### config.mk
export PLATFORM = sky130hd
export DESIGN_NAME = vga_price_chart_flat
export DESIGN_NICKNAME = d
export VERILOG_FILES = /design/src/rtl/vga_price_chart_pkg.sv /design/src/rtl/vga_price_chart_if.sv /design/src/rtl/chart_history_ram.sv /design/src/rtl/vga_price_chart.sv /design/src/flat_wrapper.sv
export SDC_FILE = /design/constraint.sdc
export NUM_CORES = 1
export LEC_CHECK = 0
export CAP_MARGIN = 10
export CORE_MARGIN = 2
export CORE_UTILIZATION = 60
export DETAILED_ROUTE_END_ITERATION = 8
export PLACE_DENSITY = 0.77
export RECOVER_POWER = 25
export REMOVE_ABC_BUFFERS = 1
export SLEW_MARGIN = 30
export SYNTH_ARGS = -nofsm -noshare
export SYNTH_HDL_FRONTEND = slang
export SYNTH_SLANG_ARGS = --single-unit
### constraint.sdc
create_clock -name clk_25mhz -period 6.9 [get_ports clk_25mhz]
set_input_delay 0.69 -clock clk_25mhz [delete_from_list [all_inputs] [get_ports clk_25mhz]]
set_output_delay 0.69 -clock clk_25mhz [all_outputs]
set_load 0.02 [all_outputs]
### src/rtl/vga_price_chart_pkg.sv
// Shared screen geometry, bar scaling, colour constants and pixel-pipeline types
// for the scrolling price chart.
package vga_chart_pkg;

    localparam int SCR_ROWS    = 480;
    localparam int SCR_COLS    = 640;
    localparam int BAR_RED_ROW = 460;
    localparam int BAR_GRN_ROW = 470;
    localparam int BAR_H       = 10;
    localparam int SPREAD_MUL  = 5;
    localparam int TRADE_MUL   = 6;

    typedef struct packed {
        logic [3:0] r;
        logic [3:0] g;
        logic [3:0] b;
    } rgb_t;

    localparam rgb_t RGB_OFF    = '{r: 4'h0, g: 4'h0, b: 4'h0};
    localparam rgb_t RGB_GREEN  = '{r: 4'h0, g: 4'hF, b: 4'h0};
    localparam rgb_t RGB_RED    = '{r: 4'hF, g: 4'h0, b: 4'h0};
    localparam rgb_t RGB_BLUE   = '{r: 4'h0, g: 4'h0, b: 4'hF};
    localparam rgb_t RGB_YELLOW = '{r: 4'hF, g: 4'hF, b: 4'h0};
    localparam rgb_t RGB_HALT   = '{r: 4'h8, g: 4'h8, b: 4'hA};

    // Per-pixel control carried alongside the buffer read.
    typedef struct packed {
        logic       vid;
        logic       halt;
        logic       trace;
        logic       leftmost;
        logic       bar_red;
        logic       bar_grn;
        logic [9:0] v;
    } pix_t;

    function automatic rgb_t ch_colour(input int c);
        case (c)
            0:       return RGB_GREEN;
            1:       return RGB_RED;
            2:       return RGB_BLUE;
            default: return RGB_YELLOW;
        endcase
    endfunction

    // Scaled price to screen row; anything off the top clamps to row 0.
    function automatic logic [10:0] price_row(input logic [10:0] scaled);
        if (scaled >= 11'(SCR_ROWS))
            return 11'd0;
        return 11'(SCR_ROWS - 1) - scaled;
    endfunction

endpackage

### src/rtl/vga_price_chart_if.sv
// Sample stream from the trading core into the chart: one multi-channel price
// word per valid&ready beat.
interface vga_price_chart_if #(
    parameter int NCH     = 2,
    parameter int PRICE_W = 8
);
    logic                   sample_valid;
    logic                   sample_ready;
    logic [NCH*PRICE_W-1:0] prices;

    modport master (output sample_valid, output prices, input  sample_ready);
    modport slave  (input  sample_valid, input  prices, output sample_ready);
endinterface

### src/rtl/chart_history_ram.sv
// Circular price history: one write port, one registered read port plus a held copy of the previous column's word.
// Latency: read data one clock after rd_addr; prev_dat updates on rd_adv with the word being replaced.
// Backpressure: none; writes always land, read-during-write returns the old word.
module chart_history_ram #(
    parameter int DEPTH = 64,
    parameter int DW    = 16,
    parameter int AW    = $clog2(DEPTH)
) (
    input  logic          clk,
    input  logic          rst_n,
    input  logic          wr_en,
    input  logic [AW-1:0] wr_addr,
    input  logic [DW-1:0] wr_dat,
    input  logic [AW-1:0] rd_addr,
    input  logic          rd_adv,
    output logic [DW-1:0] rd_dat,
    output logic [DW-1:0] prev_dat
);

    logic [DW-1:0] mem [DEPTH];

    // Kept free of reset so the array and output register map onto block RAM.
    always_ff @(posedge clk) begin
        if (wr_en)
            mem[wr_addr] <= wr_dat;
        rd_dat <= mem[rd_addr];
    end

    always_ff @(posedge clk or negedge rst_n) begin
        if (!rst_n)
            prev_dat <= '0;
        else if (rd_adv)
            prev_dat <= rd_dat;
    end

endmodule

### src/rtl/vga_price_chart.sv
// Scrolling multi-channel price-history renderer with spread/trade bars and halt overlay.
// Latency: h/v/video_on in at cycle n give registered R/G/B at n+3.
// Backpressure: sample_ready drops while frozen or halted; the pixel path never stalls.
module vga_price_chart
    import vga_chart_pkg::*;
#(
    parameter int NCH       = 2,
    parameter int PRICE_W   = 8,
    parameter int DEPTH     = 64,
    parameter int COL_SHIFT = 3,
    parameter int Y_SHIFT   = 1
) (
    input  logic                clk_25mhz,
    input  logic                rst_n,
    input  logic                video_on,
    input  logic [9:0]          h_cnt,
    input  logic [9:0]          v_cnt,
    vga_price_chart_if.slave    smp,
    input  logic [7:0]          trade_count,
    input  logic [7:0]          spread,
    input  logic                halt_signal,
    input  logic                freeze,
    output logic [3:0]          R,
    output logic [3:0]          G,
    output logic [3:0]          B
);

    localparam int AW    = $clog2(DEPTH);
    localparam int CNT_W = AW + 1;
    localparam int DW    = NCH * PRICE_W;
    localparam int WIN   = DEPTH - 1;
    localparam logic [9:0] COL_MASK = 10'((1 << COL_SHIFT) - 1);

    typedef logic [AW-1:0] ptr_t;

    logic             accept;
    logic             frame_start;
    ptr_t             wr_ptr;
    logic [CNT_W-1:0] count;
    ptr_t             snap_ptr;
    ptr_t             snap_cnt;

    assign smp.sample_ready = !freeze && !halt_signal;
    assign accept           = smp.sample_valid && smp.sample_ready;
    assign frame_start      = (h_cnt == 10'd0) && (v_cnt == 10'd0);

    // Snapshot takes the pre-write pointer, so a same-cycle accept waits a frame.
    always_ff @(posedge clk_25mhz or negedge rst_n) begin
        if (!rst_n) begin
            wr_ptr   <= '0;
            count    <= '0;
            snap_ptr <= '0;
            snap_cnt <= '0;
        end else begin
            if (accept) begin
                wr_ptr <= wr_ptr + 1'b1;
                if (count != CNT_W'(DEPTH))
                    count <= count + 1'b1;
            end
            if (frame_start) begin
                snap_ptr <= wr_ptr;
                snap_cnt <= (count >= CNT_W'(WIN)) ? ptr_t'(WIN) : count[AW-1:0];
            end
        end
    end

    // ---------------- stage 1: column decode and bar hit ----------------
    logic [9-COL_SHIFT:0] col;
    logic [10:0]          col_w;
    logic [10:0]          first_k;
    pix_t                 s1_nxt;
    pix_t                 s1;
    pix_t                 s2;
    ptr_t                 s1_addr;
    logic                 s1_new_col;

    assign col     = h_cnt[9:COL_SHIFT];
    assign col_w   = 11'(col);
    assign first_k = 11'(WIN) - 11'(snap_cnt);

    always_comb begin
        s1_nxt          = '0;
        s1_nxt.vid      = video_on;
        s1_nxt.halt     = halt_signal;
        s1_nxt.v        = v_cnt;
        s1_nxt.trace    = (col_w < 11'(WIN)) && (col_w >= first_k) && (h_cnt < 10'(SCR_COLS));
        s1_nxt.leftmost = (col_w == first_k);
        s1_nxt.bar_red  = (v_cnt >= 10'(BAR_RED_ROW)) && (v_cnt < 10'(BAR_RED_ROW + BAR_H))
                          && (11'(h_cnt) < 11'(spread) * 11'(SPREAD_MUL));
        s1_nxt.bar_grn  = (v_cnt >= 10'(BAR_GRN_ROW)) && (v_cnt < 10'(BAR_GRN_ROW + BAR_H))
                          && (11'(h_cnt) < 11'(trade_count) * 11'(TRADE_MUL));
    end

    always_ff @(posedge clk_25mhz or negedge rst_n) begin
        if (!rst_n) begin
            s1         <= '0;
            s1_addr    <= '0;
            s1_new_col <= 1'b0;
            s2         <= '0;
        end else begin
            s1         <= s1_nxt;
            s1_addr    <= snap_ptr - ptr_t'(WIN) + ptr_t'(col);
            s1_new_col <= ((h_cnt & COL_MASK) == 10'd0);
            s2         <= s1;
        end
    end

    // ---------------- stage 2: buffer read ----------------
    logic [DW-1:0] rd_dat;
    logic [DW-1:0] prev_dat;

    chart_history_ram #(
        .DEPTH (DEPTH),
        .DW    (DW),
        .AW    (AW)
    ) u_ram (
        .clk      (clk_25mhz),
        .rst_n    (rst_n),
        .wr_en    (accept),
        .wr_addr  (wr_ptr),
        .wr_dat   (smp.prices),
        .rd_addr  (s1_addr),
        .rd_adv   (s1_new_col),
        .rd_dat   (rd_dat),
        .prev_dat (prev_dat)
    );

    // ---------------- stage 3: compare and colour ----------------
    function automatic logic chan_lit(input logic [PRICE_W-1:0] p,
                                      input logic [PRICE_W-1:0] pp,
                                      input logic               left,
                                      input logic [10:0]        v);
        logic [10:0] y;
        logic [10:0] yp;
        logic [10:0] lo;
        logic [10:0] hi;
        y  = price_row(11'(p) << Y_SHIFT);
        yp = left ? y : price_row(11'(pp) << Y_SHIFT);
        lo = (y < yp) ? y : yp;
        hi = (y < yp) ? yp : y;
        return (v >= lo) && (v <= hi);
    endfunction

    logic [NCH-1:0] lit;
    rgb_t           rgb_nxt;
    rgb_t           rgb_q;

    always_comb begin
        lit = '0;
        for (int c = 0; c < NCH; c++)
            lit[c] = s2.trace && chan_lit(rd_dat[c*PRICE_W +: PRICE_W],
                                          prev_dat[c*PRICE_W +: PRICE_W],
                                          s2.leftmost, {1'b0, s2.v});
    end

    // Later assignments take priority: bars over traces, halt over all, blanking last.
    always_comb begin
        rgb_nxt = RGB_OFF;
        for (int c = NCH - 1; c >= 0; c--)
            if (lit[c])
                rgb_nxt = ch_colour(c);
        if (s2.bar_red)
            rgb_nxt = RGB_RED;
        if (s2.bar_grn)
            rgb_nxt = RGB_GREEN;
        if (s2.halt)
            rgb_nxt = RGB_HALT;
        if (!s2.vid)
            rgb_nxt = RGB_OFF;
    end

    always_ff @(posedge clk_25mhz or negedge rst_n) begin
        if (!rst_n)
            rgb_q <= RGB_OFF;
        else
            rgb_q <= rgb_nxt;
    end

    assign R = rgb_q.r;
    assign G = rgb_q.g;
    assign B = rgb_q.b;

endmodule

### src/flat_wrapper.sv
// flat-port wrapper written by rule: the top's interface ports become plain ports
module vga_price_chart_flat import vga_chart_pkg::*;
#(
    parameter int NCH       = 2,
    parameter int PRICE_W   = 8,
    parameter int DEPTH     = 64,
    parameter int COL_SHIFT = 3,
    parameter int Y_SHIFT   = 1
)
  (clk_25mhz, rst_n, video_on, h_cnt, v_cnt, trade_count, spread, halt_signal, freeze, R, G, B, smp_sample_valid, smp_prices, smp_sample_ready);
  vga_price_chart_if #(.NCH(NCH), .PRICE_W(PRICE_W)) smp_i ();
  input  logic clk_25mhz;
  input  logic rst_n;
  input  logic video_on;
  input  logic [9:0] h_cnt;
  input  logic [9:0] v_cnt;
  input  logic [7:0] trade_count;
  input  logic [7:0] spread;
  input  logic halt_signal;
  input  logic freeze;
  output logic [3:0] R;
  output logic [3:0] G;
  output logic [3:0] B;
  input wire logic [$bits(smp_i.sample_valid)-1:0] smp_sample_valid;
  input wire logic [$bits(smp_i.prices)-1:0] smp_prices;
  output wire logic [$bits(smp_i.sample_ready)-1:0] smp_sample_ready;
  assign smp_i.sample_valid = smp_sample_valid;
  assign smp_i.prices = smp_prices;
  assign smp_sample_ready = smp_i.sample_ready;
  vga_price_chart #(.NCH(NCH), .PRICE_W(PRICE_W), .DEPTH(DEPTH), .COL_SHIFT(COL_SHIFT), .Y_SHIFT(Y_SHIFT)) u_core (.clk_25mhz(clk_25mhz), .rst_n(rst_n), .video_on(video_on), .h_cnt(h_cnt), .v_cnt(v_cnt), .smp(smp_i), .trade_count(trade_count), .spread(spread), .halt_signal(halt_signal), .freeze(freeze), .R(R), .G(G), .B(B));
endmodule
==> flow_summary_export.csv <==
group,metric,value,unit
status,status,"complete, but fails checks",
status,violations,"capacitance limit, slew limit",
critical_path,crit_path_top_delay_cell,"nand2_1",
yosys,synth-main-ff-cell,"edfxtp_1",
detailed_routing,vias,23000,
critical_path,required,7.46,ns
floorplanning,die_x,281,um
critical_path,critPathArrivalTime,5.97,ns
yosys,synthArstFlopShare,0.0756,
layout,drive_gt1_frac,0.245,
detailed_routing,via_per_inst,6.54,
detailed_routing,drc,0,
clock_network,htreeDepth,3,
layout,fin_nets,2577,
detailed_routing,ant_nets,0,
yosys,ys_top_cells_by_area,"edfxtp_1 (67%), mux4_2 (16%), dfrtp_1 (4.6%), ha_1 (3.3%), nor2_1 (0.87%)",
critical_path,worst-path-max-fanout,30,
detailed_routing,drt_iter0_drc,2554,
global_route,antenna_found_initial,6,
detailed_routing,wl_per_cell,30.3,um
clock_network,tritoncts,"built",
placed_design,place.gp.congestion,0.840,
yosys,netlist_instances,2243,
yosys,yosysTopAreaCellShare,0.669,
placed_design,dp_cells,3312,
sta,relSlewSlack,-0.980,
sta,fin_worst_skew,0.0505,ns
placed_design,dpl.hpwl,59600,um
detailed_routing,drt-total-wl,107000,um
clock_network,numCtsBuffers,109,
critical_path,worstPathCellList,"ha_1, and3_1, nor2_1, nand2_1, o21ai_0, inv_1, ha_1, o21ai_0, a31oi_1, o2111ai_1, nand2_1, o21ai_0, ha_1, nand2_1, nor2_1, a2111oi_0, a21oi_1, nor4b_1, o221ai_1, o21ai_0",
critical_path,start_kind,"flip-flop",
critical_path,crit_path_frequent_cell,"o21ai_0",
yosys,synth-seq-cells,1125,
worst_hold_path,min_path_type,"reg2reg",
global_route,grt_overflow,0,
critical_path,critPathCaptureType,"flip-flop",
job,cap_violations,16,
layout,stdcell_count,3521,
sta,setup_viol,0,
placed_design,io_buffers,68,
placed_design,dpl_cell_area,48000,um^2
clock_network,clk_pin_slew,0.06,ns
sta,drv_slew,999,
yosys,synth_top_area_cell,"edfxtp_1",
yosys,synth_edf_count,1024,
clock_network,clock_latency,0.69,ns
layout,stdcell_area,51600,um^2
global_route,grt_pass1_vias,23700,
yosys,ys_warn_count,0,
sta,rsz0062_at_grt,"no",
placed_design,place_ws,1.57,ns
yosys,synth_area_per_cell,20.5,um^2
yosys,synth_cell_type_count,61,
power_and_ir_drop,leakage,17.3,nW
floorplanning,dieArea,78800,um^2
floorplanning,io_pins,71,
floorplanning,coreArea,75900,um^2
clock_network,post_cts_buffers,0,
power_and_ir_drop,ir_worst_vdd,0.232,mV
power_and_ir_drop,power,16.1,mW
floorplanning,start_util,0.605,
global_route,grt_pass1_wl,156000,um
sta,min_period_over_period,0.785,
global_route,gr-usage-all-layers,0.278,
sta,worst_slew_pin_slew,2.97,ns
detailed_routing,firstDrtPassIters,7,
clock_network,clock-sinks,1125,
floorplanning,die_y,281,um
layout,area_growth,12.3,%
critical_path,critical-path-max-stage-delay,0.63,ns
power_and_ir_drop,p_per_area,311,nW/um^2
sta,hold_viol_final,0,
yosys,syn_area,46000,um^2
sta,fin_ws,1.49,ns
sta,max_clock_freq,185,MHz
yosys,ys_seq_area_frac,0.722,
critical_path,crit_type,"reg2reg",
sta,period_minus_slack,5.41,ns
clock_network,cts_root_buf,"clkbuf_16",
global_route,grt_max_degree,152,
clock_network,clockBufferDepth,3,
floorplanning,row_count,101,
## metal layers
metal	routed length, um	track usage	share of wire
met1	39400	0.369	0.37
met4	3760	0.0965	0.035
met2	54200	0.465	0.51
met3	9160	0.0538	0.086
met5	55	0	0.00052
## stage by stage
stage          hold WS [ns]   util  TNS (ns)
3_5_place_dp          0.336  0.632         0
6_report              0.349  0.680         0
3_3_place_gp          0.338  0.632         0
4_1_cts               0.350  0.680         0
2_1_floorplan         0.331      -    -71.96
5_1_grt               0.357  0.680         0
## cell usage after synthesis (16+ instances only)
| cell | count |
|---|---|
| a21o_1 | 27 |
| a21oi_1 | 44 |
| buf_2 | 21 |
| clkbuf_1 | 60 |
| dfrtp_1 | 85 |
| dfxtp_1 | 16 |
| edfxtp_1 | 1024 |
| ha_1 | 121 |
| inv_1 | 44 |
| mux2_2 | 24 |
| mux4_2 | 336 |
| nand2_1 | 60 |
| nand3_1 | 20 |
| nor2_1 | 107 |
| o21ai_0 | 60 |
| xnor2_1 | 20 |
## sequential cells by signal (all words and copies together), names as in the netlist
| signal | flops |
|---|---|
| u_core.B | 1 |
| u_core.G | 2 |
| u_core.R | 2 |
| u_core.count | 7 |
| u_core.s1 | 16 |
| u_core.s1_addr | 6 |
| u_core.s1_new_col | 1 |
| u_core.s2 | 16 |
| u_core.snap_cnt | 6 |
| u_core.snap_ptr | 6 |
| u_core.u_ram.mem | 1024 |
| u_core.u_ram.prev_dat | 16 |
| u_core.u_ram.rd_dat | 16 |
| u_core.wr_ptr | 6 |
## critical path, delay by kind of cell (launching register included)
family | cells | cell delay, ns
compound gates | 9 | 2.13
simple gates | 7 | 1.97
fa+ha+maj | 3 | 0.75
flops | 1 | 0.38
buf+inv | 1 | 0.09
## worst paths after layout
path | start | end | slack [ns] | cells after the start
worst max register to register | u_core.u_ram.rd_dat[4]$_DFF_P_ | u_core.R[3]$_DFF_PN0_ | 1.49 | 20
worst max-delay path | u_core.u_ram.rd_dat[4]$_DFF_P_ | u_core.R[3]$_DFF_PN0_ | 1.49 | 20
min in group asynchronous | rst_n | u_core.wr_ptr[5]$_DFFE_PN0P_ | 0.93 | 2
worst min register to register | u_core.s1[6]$_DFF_PN0_ | u_core.s2[6]$_DFF_PN0_ | 0.35 | 0
max in group asynchronous | rst_n | u_core.s1_addr[0]$_DFF_PN0_ | 4.32 | 3
worst min-delay path | u_core.s1[6]$_DFF_PN0_ | u_core.s2[6]$_DFF_PN0_ | 0.35 | 0
## area by class of cell
class	count	area, um^2
multi-input combinational	966	12100
timing repair buffer	149	1250
fill	4649	24300
clock buffer	149	3020
tap	1030	1290
inverter	44	165
clock inverter	56	583
antenna	2	5.00
sequential	1125	33200
## timing repair
action | 4_1_cts | 5_1_grt
endpoints found under the hold margin | 22 | 0
gates resized for setup | 0 | 0
hold buffers | 1 | 0
## placed cells by master, fill, tap and decap left out, drive strengths merged, types with 6 or more instances in the layout
cell	synthesis	routed
a21o	27	27
a21oi	44	44
a31oi	8	8
buf	49	81
bufinv	0	9
clkbuf	60	165
clkdlybuf4s50	0	39
clkinv	0	41
dfrtp	85	85
dfxtp	16	16
dlygate4sd3	0	13
edfxtp	1024	1024
ha	121	121
inv	44	48
mux2	24	24
mux2i	11	11
mux4	336	336
nand2	60	60
nand2b	6	6
nand3	20	20
nand4	8	8
nor2	107	107
nor2b	8	8
nor3	14	14
o21ai	61	61
o21bai	7	7
xnor2	20	20
xor2	9	9
## power by group
group	leakage [nW]	internal, mW	switching (mW)	total, mW
Combinational	5.11	1.00	1.38	2.38
Clock	1.76	3.41	2.51	5.92
Sequential	10.4	7.58	0.175	7.76
## cell families (layout without fill, tap and decap cells)
family / Yosys count / after routing / share of synthesized area
mux: 371 / 371 / 0.173
flops: 1125 / 1125 / 0.722
xor+xnor: 29 / 29 / 0.00553
buf+inv: 153 / 398 / 0.0145
other cells: 1 / 4 / 0.0000816
compound gates: 184 / 184 / 0.0247
simple gates: 256 / 256 / 0.0258
fa+ha+maj: 124 / 124 / 0.0342
No activity file was read; power rests on OpenSTA's default activity.
